--- src/rtl/dmux_stream_if.sv ---
// Stream bundle for the 1-to-N demultiplexer: one producer side, CHANNELS consumer
// sides flattened into packed vectors, plus the out-of-range drop counter.
interface dmux_stream_if #(
  parameter int WIDTH    = 16,
  parameter int CHANNELS = 4
);
  localparam int SEL_W = (CHANNELS > 2) ? $clog2(CHANNELS) : 1;

  logic [WIDTH-1:0]          in_data;
  logic [SEL_W-1:0]          in_sel;
  logic                      in_bcast;
  logic                      in_valid;
  logic                      in_ready;
  logic [CHANNELS*WIDTH-1:0] out_data;
  logic [CHANNELS-1:0]       out_valid;
  logic [CHANNELS-1:0]       out_ready;
  logic [15:0]               drop_count;

  modport master (
    output in_data, in_sel, in_bcast, in_valid, out_ready,
    input  in_ready, out_data, out_valid, drop_count
  );

  modport slave (
    input  in_data, in_sel, in_bcast, in_valid, out_ready,
    output in_ready, out_data, out_valid, drop_count
  );
endinterface

--- src/rtl/dmux_stream.sv ---
// Registered 1-to-N stream demultiplexer with broadcast and a saturating counter
// of transfers discarded for an out-of-range select.
module dmux_stream #(
  parameter int WIDTH    = 16,
  parameter int CHANNELS = 4
) (
  input logic          clk,
  input logic          reset,
  dmux_stream_if.slave bus
);
  localparam int SEL_W = (CHANNELS > 2) ? $clog2(CHANNELS) : 1;
  localparam logic [SEL_W:0] CH_LIM = (SEL_W + 1)'(CHANNELS);

  logic [CHANNELS-1:0]       vld_p0;
  logic [CHANNELS*WIDTH-1:0] data_p0;
  logic [15:0]               drop_p0;

  logic [CHANNELS-1:0] free;
  logic [CHANNELS-1:0] hit;
  logic [CHANNELS-1:0] load;
  logic                in_range;
  logic                rdy;
  logic                accept;
  logic                drop;

  function automatic logic [15:0] sat_inc(input logic [15:0] v);
    return (v == 16'hFFFF) ? v : v + 16'd1;
  endfunction

  // A channel can take new data if it is empty or its consumer drains it this edge.
  always_comb begin
    free     = ~vld_p0 | bus.out_ready;
    in_range = ({1'b0, bus.in_sel} < CH_LIM);
    hit      = '0;
    for (int k = 0; k < CHANNELS; k++) begin
      hit[k] = bus.in_bcast || (in_range && (bus.in_sel == SEL_W'(k)));
    end
    if (reset) begin
      rdy = 1'b0;
    end else if (bus.in_bcast) begin
      rdy = &free;
    end else if (in_range) begin
      rdy = |(hit & free);
    end else begin
      rdy = 1'b1;
    end
    accept = bus.in_valid && rdy;
    load   = accept ? hit : '0;
    drop   = accept && !bus.in_bcast && !in_range;
  end

  // Stage p0: per-channel holding registers; a load beats a simultaneous drain.
  always_ff @(posedge clk) begin
    if (reset) begin
      vld_p0  <= '0;
      data_p0 <= '0;
      drop_p0 <= '0;
    end else begin
      for (int k = 0; k < CHANNELS; k++) begin
        if (load[k]) begin
          vld_p0[k]                   <= 1'b1;
          data_p0[k*WIDTH +: WIDTH]   <= bus.in_data;
        end else if (bus.out_ready[k]) begin
          vld_p0[k]                   <= 1'b0;
        end
      end
      if (drop) begin
        drop_p0 <= sat_inc(drop_p0);
      end
    end
  end

  assign bus.in_ready   = rdy;
  assign bus.out_valid  = vld_p0;
  assign bus.out_data   = data_p0;
  assign bus.drop_count = drop_p0;
endmodule

--- src/flat_wrapper.sv ---
// flat-port wrapper written by rule: the top's interface ports become plain ports
module dmux_stream_flat 
#(
  parameter int WIDTH    = 16,
  parameter int CHANNELS = 4
)
  (clk, reset, bus_in_data, bus_in_sel, bus_in_bcast, bus_in_valid, bus_out_ready, bus_in_ready, bus_out_data, bus_out_valid, bus_drop_count);
  dmux_stream_if #(.WIDTH(WIDTH), .CHANNELS(CHANNELS)) bus_i ();
  input logic clk;
  input logic reset;
  input wire logic [$bits(bus_i.in_data)-1:0] bus_in_data;
  input wire logic [$bits(bus_i.in_sel)-1:0] bus_in_sel;
  input wire logic [$bits(bus_i.in_bcast)-1:0] bus_in_bcast;
  input wire logic [$bits(bus_i.in_valid)-1:0] bus_in_valid;
  input wire logic [$bits(bus_i.out_ready)-1:0] bus_out_ready;
  output wire logic [$bits(bus_i.in_ready)-1:0] bus_in_ready;
  output wire logic [$bits(bus_i.out_data)-1:0] bus_out_data;
  output wire logic [$bits(bus_i.out_valid)-1:0] bus_out_valid;
  output wire logic [$bits(bus_i.drop_count)-1:0] bus_drop_count;
  assign bus_i.in_data = bus_in_data;
  assign bus_i.in_sel = bus_in_sel;
  assign bus_i.in_bcast = bus_in_bcast;
  assign bus_i.in_valid = bus_in_valid;
  assign bus_i.out_ready = bus_out_ready;
  assign bus_in_ready = bus_i.in_ready;
  assign bus_out_data = bus_i.out_data;
  assign bus_out_valid = bus_i.out_valid;
  assign bus_drop_count = bus_i.drop_count;
  dmux_stream #(.WIDTH(WIDTH), .CHANNELS(CHANNELS)) u_core (.clk(clk), .reset(reset), .bus(bus_i));
endmodule
--- config.mk ---
export PLATFORM = sky130hd
export DESIGN_NAME = dmux_stream_flat
export DESIGN_NICKNAME = d
export VERILOG_FILES = /design/src/rtl/dmux_stream_if.sv /design/src/rtl/dmux_stream.sv /design/src/flat_wrapper.sv
export SDC_FILE = /design/constraint.sdc
export NUM_CORES = 1
export LEC_CHECK = 0
export BUFFER_PORTS_ARGS = -buffer_cell sky130_fd_sc_hd__clkbuf_2
export CAP_MARGIN = 10
export CORE_MARGIN = 2
export CORE_UTILIZATION = 52
export DETAILED_ROUTE_END_ITERATION = 8
export PLACE_DENSITY = 0.89
export REMOVE_ABC_BUFFERS = 1
export SYNTH_ARGS = -nofsm -noshare
export SYNTH_HDL_FRONTEND = slang
export SYNTH_SLANG_ARGS = --single-unit
--- constraint.sdc ---
create_clock -name clk -period 3.3 [get_ports clk]
set_clock_uncertainty 0.1 [all_clocks]
set_input_delay 0.33 -clock clk [delete_from_list [all_inputs] [get_ports clk]]
set_output_delay 0.33 -clock clk [all_outputs]
set_load 0.01 [all_outputs]
# Yosys cells after proc, flatten, opt, wreduce, memory -nomap -nowiden
# Cells that the tools add are included.
# totals
reg_bits	68
in_bits	26
out_inout_bits	85
# classes
n_eq_ne	3
muxes	11
bitwise_logic	3
n_reduce_logical	12
# ops
cell	n
2-to-1 mux 1 bit	10
nonzero test 2 bit	4
bitwise AND 4 bit	1
== test 2 bit, second input constant	2
logical OR 1 bit	4
2-to-1 mux 4 bit	1
NOT 4 bit	1
bitwise OR 4 bit	1
AND reduction 4 bit	1
OR reduction 4 bit	1
== test 2 x 1 -> 1 bit, second input constant	1
zero test 2 bit	1
logical AND 1 bit	1

# Longest topological paths before layout
# Gate-level depths: netlist (run 1).
# depth
word_depth	9
depth_mapped	7
mapped_depth_nobuf	5

# Least setup slack after synthesis (run 1)
# No wires, ideal clock.
# synth_timing
kind	register -> output
startpoint	register u_core.vld_p0[3] (netlist: u_core.bus.out_valid[3])
endpoint	output port bus_in_ready
arrival_ns	1.392
t_required_ns	2.870
slack_ns	1.478
path_stages_with_launch	6
path_buffers	1
cell_sequence	dfxtp_1 nand2b_4 mux4_2 nor2_2 buf_6 a211oi_1
# synth_via
elab_chain_len	6
word_cells_on_any_way	7
cone_classes	mux (2); bitwise (3); reduce/logical (2)
# synth_rtl
element	line	rtl
start, declared	dmux_stream.sv:14	logic [CHANNELS-1:0] vld_p0;
start signal, assigned	dmux_stream.sv:55	vld_p0 <= '0;
start signal, assigned by index	dmux_stream.sv:61	vld_p0[k] <= 1'b1;
start signal, assigned by index	dmux_stream.sv:64	vld_p0[k] <= 1'b0;
NOT 4 bit *	dmux_stream.sv:32	free = ~vld_p0 | bus.out_ready;
bitwise OR 4 bit *	dmux_stream.sv:32	
bitwise AND 4 bit	dmux_stream.sv:43	rdy = |(hit & free);
OR reduction 4 bit	dmux_stream.sv:43	
2-to-1 mux 1 bit *	dmux_stream.sv:40	end else if (bus.in_bcast) begin
2-to-1 mux 1 bit *	dmux_stream.sv:38	if (reset) begin
end, declared	flat_wrapper.sv:16	output wire logic [$bits(bus_i.in_ready)-1:0] bus_in_ready;
# Every way passes the cells marked *; elsewhere a longest branch is shown, timed or not.

# Worst setup path after layout (run 1)
# layout_timing
startpoint	register u_core.vld_p0[0] (netlist: u_core.bus.out_valid[0])
endpoint	register u_core.data_p0[37] (netlist: u_core.bus.out_data[37])
# layout_via
elab_chain_len	8
word_cells_on_any_way	9
cone_classes	mux (3); bitwise (3); reduce/logical (3)
# layout_rtl
element	line	rtl
NOT 4 bit *	dmux_stream.sv:32	
bitwise OR 4 bit *	dmux_stream.sv:32	
bitwise AND 4 bit	dmux_stream.sv:43	
OR reduction 4 bit	dmux_stream.sv:43	
2-to-1 mux 1 bit *	dmux_stream.sv:40	
2-to-1 mux 1 bit *	dmux_stream.sv:38	
logical AND 1 bit *	dmux_stream.sv:47	accept = bus.in_valid && rdy;
2-to-1 mux 4 bit *	dmux_stream.sv:48	load = accept ? hit : '0;
end signal, assigned by index	dmux_stream.sv:62	data_p0[k*WIDTH +: WIDTH] <= bus.in_data;
end, declared	dmux_stream.sv:15	logic [CHANNELS*WIDTH-1:0] data_p0;
# Marked as above.
# A chain may end at the register's enable or synchronous reset.

==> reports/metrics.cfg, run 1 <==
[sta]
worst_slack_ns = 1.214
maxSlewViolCount = 0
fin_crit_sh_pct = 63.21
worst_pin_slew_ns = 0.8096
fin_tns_setup_ns = 0
period_needed_ns = 2.086
fmax_mhz = 479.4
maxSlewHeadroom_pct = 46.03
grt_setup_unrepaired = no
finalSetupViolCount = 0
hold_viol = 0

[worst_setup_path]
required_ns = 3.40
rrSetupSlack_ns = 1.21
critPathCaptureType = flip-flop
crit-reg2reg-capture = u_core.bus.out_data[37]
crit_arrival_ns = 2.19
path_class = reg -> reg
r2r_cells = 6
r2r-start = u_core.bus.out_valid[0]
path_max_fanout = 9
start_kind = flip-flop

[floorplanning]
start_util_pct = 54.90
die_h_um = 78.13
ios = 111
die_w_um = 78.13
coreArea_um2 = 5205
row_count = 26
design.die.area_um2 = 6104

[job]
max_cap_violations = 0

[outcome]
status = finished clean

[layout]
fillers = 426
mostFrequentLayoutCell = clkbuf_2
antenna_cells = 0
multi_input_area_um2 = 1315
area_growth_pct = 20.53
drive_gt1_share_pct = 38.77
fin_nets = 395
final_cell_mix = clkbuf_2, dfxtp_1, nor2_1
stdcell_count = 444
regArea_um2 = 1361

[placement]
preCtsSetupSlack_ns = 1.080
dp_hpwl_um = 4331
io_buffers = 94
place.gp.congestion = 0.8416
placed_cells = 428

[routing]
drc = 0
wl_per_cell_um = 13.94
firstDrtPassIters = 6
vias = 2248
ant_nets = 0
drt-initial-drc-count = 101
viasPerCell = 5.063
wirelength_um = 6188

[power]
power_density_nw_per_um2 = 517.2
leakagePower_nw = 1.611
power_frac_clock_pct = 33.8
combPwrFrac_pct = 15.9
p_sw_share_pct = 28.28
p_seq_share_pct = 50.3
vdd_ir_drop_max_mv = 0.2945
p_sw_mw = 0.5038
internal_power_mw = 1.278
p_total_mw = 1.781

[cts]
clk_latency_ns = 0.33
cts_buffer_depth = 2
tritoncts = built
post_cts_resized = 0
root_buffer = clkbuf_8
holdBufCountCts = 0
cts_buffers = 9
cts_sinks = 68
cts_max_level = 3
clkTransAtPathRegs_ns = 0.07
post_cts_buffers = 0

[logic_synthesis]
yosys.cell_types.count = 35
avgSynthCellArea_um2 = 10.28
yosys_warnings = 0
ys_ff_latch = 68
syn_area_um2 = 2858
synth.yosys.seq_area_share_pct = 47.64
postSynthCellCount = 278

[min_path]
hold_class = in -> reg
worstHoldPathCells = 3
hold_start = bus_in_data[4]
min_to = u_core.bus.out_data[20]

[grt]
antenna_found_initial = 0
grtUsageTotal_pct = 21.19
grt_pass1_wl_um = 10160
grt_pass1_vias = 2066
grt_overflow_total = 0
grt_max_degree = 70

==> power groups by stage <==
stage	logic (mW)	clock network (mW)	registers, mW
finish	0.283	0.602	0.896
detailed placement	0.285	0	0.914
global route	0.312	0.652	0.901
global placement	0.278	0	0.912
CTS	0.286	0.619	0.896
floorplan	0.141	0	0.936
==> synthesized netlist by cell type, drive strengths merged <==
library cell  instances  area [um2]
a211oi                1       7.510
conb                  1       3.750
and4                  1       8.760
o21ai                18       105.1
clkbuf                8       30.03
and2                  1       6.260
a21oi                19       136.4
o2111ai               1       8.760
inv                   1       3.750
nand4                 2       18.77
buf                  25       210.2
mux4                  1       22.52
a31oi                 2       12.51
or2                   1       6.260
nor2b                 2       12.51
a21o                  1       7.510
nand4b                1       8.760
nand2                 2       7.510
a2bb2oi               1       8.760
nand2b                4       55.05
and3                  1       6.260
mux2i                48       480.5
nand3                17       135.1
nor2                 51       193.9
dfxtp                68        1361
==> cell families (layout without fill, tap and decap cells) <==
group	after synthesis	count (layout)	share of synthesized area, %
buf+inv	34	115	8.538
flops	68	68	47.64
mux	49	49	17.60
simple gates	83	83	16.07
compound gates	43	43	10.03
other cells	1	16	0.1312
==> worst max-delay path by stage <==
stage                                  from                       to  slack, ns  cells past startpoint
finish              u_core.bus.out_valid[0]  u_core.bus.out_data[37]       1.21                      6
global route        u_core.bus.out_valid[3]  u_core.bus.out_data[38]       1.04                      6
CTS                 u_core.bus.out_valid[3]             bus_in_ready       1.20                      5
detailed placement         bus_out_ready[0]  u_core.bus.out_data[37]       1.08                      7
global placement           bus_out_ready[0]  u_core.bus.out_data[34]       1.18                      7
floorplan           u_core.bus.out_valid[3]  u_core.bus.out_data[32]       0.78                      5
==> critical path, stage by stage, from the launching register on <==
cell       delay (ns)
dfxtp_1          0.37
nand2b_4         0.08
and4_1           0.26
a2bb2oi_2        0.54
buf_4            0.32
mux2i_1          0.22
nor2_1           0.05
==> through the flow <==
step | utilization (%) | hold slack, ns | cell area (um2)
floorplan | - | 0.2924 | 2674
global placement | 62.79 | 0.3601 | 3268
detailed placement | 62.79 | 0.3673 | 3268
CTS | 66.18 | 0.1445 | 3445
global route | 66.18 | 0.1550 | 3445
finish | 66.18 | 0.1564 | 3445
==> registers in the layout, summed over array words and instances, names as in the netlist <==
signal,flops
u_core.bus.out_valid,4
u_core.bus.out_data,64
==> layout make-up <==
| class | count | share of cell area, % |
|---|---|---|
| clock buffers | 10 | 3.996 |
| clock inverters | 6 | 1.126 |
| inverters | 1 | 0.1090 |
| multi-input cells | 191 | 38.18 |
| flip-flops and latches | 68 | 39.52 |
| well taps | 70 | 2.543 |
| repair buffers | 98 | 14.53 |
==> metal layers <==
layer | part of all wire (%) | track usage [%]
met5 | 0 | 0
met4 | 2.0 | 10.18
met3 | 7.1 | 5.632
met2 | 47 | 32.93
met1 | 44 | 27.39
(Power assumes the default switching activity.)
==> run 2, diff against run 1 <==
CORE_UTILIZATION = 44   (was 52)
PLACE_DENSITY = 0.81   (was 0.89)
clock period = 1.8 ns   (was 3.3 ns; I/O delays follow)
==> reports/metrics.cfg, run 2 (same netlist as run 1, synthesis figures left out) <==
[placement]
place.gp.congestion = 0.8515
io_buffers = 94
dp_hpwl_um = 4792
placed_area_um2 = 3437
placed_cells = 448

[sta]
fin_crit_sh_pct = 103.7
hold_viol = 0
period_needed_ns = 1.866
worst_slack_ns = -0.06647
maxSlewViolCount = 0
grt_setup_unrepaired = yes
finalSetupViolCount = 17
fmax_mhz = 535.8

[cts]
cts_sinks = 68
clk_latency_ns = 0.34
root_buffer = clkbuf_8
cts_buffers = 9
cts_max_level = 3
cts_buffer_depth = 2
clkTransAtPathRegs_ns = 0.07
tritoncts = built

[min_path]
hold_class = in -> reg

[worst_setup_path]
rrSetupSlack_ns = -0.05
path_class = reg -> out
start_kind = flip-flop
worst-path-buf-inv = 1
path_max_fanout = 2
critPathCaptureType = output port
crit_arrival_ns = 1.59
required_ns = 1.52
max_stage_delay_ns = 0.51
cp_top_family = multiplexers
cpMaxStageDelayCell = mux4_2
worstPathCellList = nand2b_4 -> mux4_2 -> nor2_4 -> a211oi_2 -> clkbuf_2

[floorplanning]
row_count = 29
die_h_um = 84.59
design.die.area_um2 = 7155
ios = 111
start_util_pct = 45.26
coreArea_um2 = 6314
die_w_um = 84.59

[routing]
firstDrtPassIters = 4
ant_nets = 0
vias = 2353
drc = 0
drt-initial-drc-count = 75
wirelength_um = 6829
wl_per_cell_um = 14.38
viasPerCell = 4.954

[grt]
grtUsageTotal_pct = 19.33
grt_pass1_wl_um = 11040
grt_overflow_total = 0
grt_max_degree = 44
antenna_found_initial = 0
grt_pass1_vias = 2251

[layout]
area_growth_pct = 33.14
stdcell_count = 475
antenna_cells = 0
drive_gt1_share_pct = 43.47
fin_nets = 419
final_area_um2 = 3805
final_util_pct = 60.27
mostFrequentLayoutCell = clkbuf_2
fillers = 544
largest_reg_flops = 64
final_cell_mix = clkbuf_2, dfxtp_1, nor2_1

[power]
p_total_mw = 3.782
vdd_ir_drop_max_mv = 0.5556
leakagePower_nw = 1.783
power_density_nw_per_um2 = 993.9

[outcome]
status = finished, violations left
violations = setup timing

[job]
max_cap_violations = 0

-- run 2: changes by cell type in the layout (fill, tap and decap cells not counted), sizes merged --
cell	previous run	this run
clkinv	3	2
buf	4	24
dlygate4sd3	0	4
bufinv	0	3
clkinvlp	2	1
inv	2	1
-- run 2: power breakdown --
group,switching (mW),total (mW),internal (mW)
Sequential,0.0482,1.64,1.60
Combinational,0.325,0.596,0.271
Clock,0.585,1.54,0.958
-- run 2: cell type report --
type | count | area [um2] | share of cell area (%)
tap | 77 | 96.34 | 2.532
timing repair buffer | 122 | 753.2 | 19.80
sequential | 68 | 1366 | 35.91
multi-input combinational | 191 | 1336 | 35.12
clock inverter | 6 | 111.4 | 2.927
inverter | 1 | 3.754 | 0.09865
clock buffer | 10 | 137.6 | 3.617
-- run 2: final timing paths --
path | depth (start not counted) | to | startpoint
max reg2reg | 7 | u_core.bus.out_data[27] | u_core.bus.out_valid[3]
min | 3 | u_core.bus.out_data[16] | bus_in_data[0]
max | 5 | bus_in_ready | u_core.bus.out_valid[3]
min reg2reg | 2 | u_core.bus.out_data[26] | u_core.bus.out_data[26]
-- run 2: timing repair --
item,CTS,global route
endpoints found under the setup margin,2,17
setup buffers,7,0
pin swaps,2,1
endpoints found under the hold margin,4,0
gates resized for setup,7,2
hold buffers,4,0
-- run 2: per-stage QoR --
stage	hold WS [ns]	setup slack [ns]	setup TNS, ns
CTS	0.0002660	-0.08968	-0.6286
finish	0.009321	-0.06647	-0.5120
global route	0.01930	-0.1186	-1.316
global placement	0.3543	0.06399	0
detailed placement	0.3550	0.01554	0
floorplan	0.1424	-0.7156	-12.95
-- run 2: worst register-to-register path, cell delays in order (launching register included) --
cell and delay [ns]:
dfxtp_2 0.35, nand2b_4 0.05, mux4_2 0.51, buf_4 0.16, or2_4 0.24, buf_4 0.15
nand3_1 0.07, a21oi_1 0.06
-- run 2: routing by layer --
metal	vias up	global-route usage (%)	part of all wire, %
met1	1102	24.24	43
met5	-	0	0
li1	1155	-	-
met2	86	32.43	50
met4	0	6.494	1.3
met3	10	4.916	6.4
==> run 3, diff against run 2 <==
CORE_UTILIZATION = 52   (was 44)
PLACE_DENSITY = 0.89   (was 0.81)
clock period = 2.3 ns   (was 1.8 ns; I/O delays follow)
==> reports/metrics.cfg, run 3 (same netlist as run 1, synthesis figures left out) <==
[outcome]
status = finished clean

[sta]
maxSlewViolCount = 0
maxSlewHeadroom_pct = 18.49
fmax_mhz = 459.5
grt_setup_unrepaired = no
period_needed_ns = 2.176
finalSetupViolCount = 0
hold_ws_ns = 0.06047
fin_crit_sh_pct = 94.63
hold_viol = 0
worst_pin_slew_ns = 1.223
worst_slack_ns = 0.1236

[min_path]
min_to = u_core.bus.out_data[18]
worstHoldPathCells = 3
hold_start = bus_in_data[2]
hold_class = in -> reg

[routing]
firstDrtPassIters = 4
vias = 2289
drt-initial-drc-count = 79
drc = 0
wl_per_cell_um = 14.56
ant_nets = 0
wirelength_um = 6521
viasPerCell = 5.109

[floorplanning]
ios = 111
die_w_um = 78.13
start_util_pct = 54.90
die_h_um = 78.13
coreArea_um2 = 5205
row_count = 26
design.die.area_um2 = 6104

[placement]
preCtsSetupSlack_ns = 0.1171
place.gp.congestion = 0.8875
dp_hpwl_um = 4593
io_buffers = 94
placed_area_um2 = 3298

[cts]
cts_buffer_depth = 2
clk_latency_ns = 0.33
root_buffer = clkbuf_8
holdBufCountCts = 0
tritoncts = built
post_cts_buffers = 0
cts_max_level = 3
post_cts_resized = 0
clkTransAtPathRegs_ns = 0.07
cts_sinks = 68
cts_buffers = 9

[worst_setup_path]
crit_arrival_ns = 2.29
critPathCaptureType = flip-flop
crit-reg2reg-capture = u_core.bus.out_data[60]
r2r-start = u_core.bus.out_valid[0]
rrSetupSlack_ns = 0.12
path_class = reg -> reg
start_kind = flip-flop
path_max_fanout = 16
r2r_cells = 5
required_ns = 2.42

[power]
internal_power_mw = 1.811
p_total_mw = 2.525
leakagePower_nw = 1.622
p_seq_share_pct = 51.0
p_sw_mw = 0.7137
power_density_nw_per_um2 = 729.9
power_frac_clock_pct = 32.5
p_sw_share_pct = 28.26
combPwrFrac_pct = 16.5
vdd_ir_drop_max_mv = 0.4032

[grt]
grt_pass1_vias = 2266
antenna_found_initial = 0
grtUsageTotal_pct = 22.40
grt_overflow_total = 0
grt_max_degree = 52
grt_pass1_wl_um = 10900

[layout]
fillers = 442
drive_gt1_share_pct = 38.62
fin_nets = 399
area_growth_pct = 21.06
antenna_cells = 0
final_area_um2 = 3460
largest_reg_flops = 64
final_cell_mix = clkbuf_2, dfxtp_1, nor2_1
final_util_pct = 66.47
mostFrequentLayoutCell = clkbuf_2

[job]
max_cap_violations = 0

## run 3: power groups by stage
stage	Combinational, mW	Sequential [mW]	Clock [mW]
after floorplan	0.203	1.34	0
after global placement	0.404	1.31	0
after detailed placement	0.417	1.31	0
after CTS	0.418	1.29	0.837
after global routing	0.452	1.29	0.899
final	0.416	1.29	0.821
## run 3: final cells by class
| type | count | area, um2 | area share [%] |
|---|---|---|---|
| clock buffers | 12 | 135.1 | 3.906 |
| clock inverters | 4 | 26.28 | 0.7595 |
| inverters | 1 | 3.754 | 0.1085 |
| multi-input cells | 191 | 1315 | 38.01 |
| flip-flops and latches | 68 | 1361 | 39.35 |
| well taps | 70 | 87.58 | 2.532 |
| repair buffers | 102 | 530.5 | 15.33 |
## run 3: through the flow
stage	std cells	TNS (ns)
after global placement	432	0
after global routing	448	0
final	448	0
after detailed placement	432	0
after CTS	448	0
after floorplan	260	-3.550
## run 3: metal layers
layer	vias to the layer above	share of wire, %	wire (um)	track usage (%)
met5	-	0	0	0
li1	1117	-	-	-
met4	0	1.3	88	8.596
met1	1076	44	2883	27.72
met3	10	5.9	386	5.287
met2	86	49	3164	37.84
## run 3: critical path, stage by stage, from the launching register on
cell and delay (ns):
dfxtp_1 0.33, nand2b_4 0.10, nand4_2 0.18, o21ai_2 0.99
mux2i_1 0.31, nor2_1 0.05
## run 3: worst max-delay path by stage
stage / start / endpoint / slack [ns] / cells past startpoint
after global routing: u_core.bus.out_valid[3] / u_core.bus.out_data[56] / 0.0005 / 5
after detailed placement: bus_out_ready[2] / u_core.bus.out_data[57] / 0.12 / 6
after floorplan: u_core.bus.out_valid[3] / u_core.bus.out_data[32] / -0.22 / 5
after CTS: u_core.bus.out_valid[3] / bus_in_ready / 0.12 / 6
final: u_core.bus.out_valid[0] / u_core.bus.out_data[60] / 0.12 / 5
after global placement: bus_out_ready[0] / u_core.bus.out_data[50] / 0.22 / 6
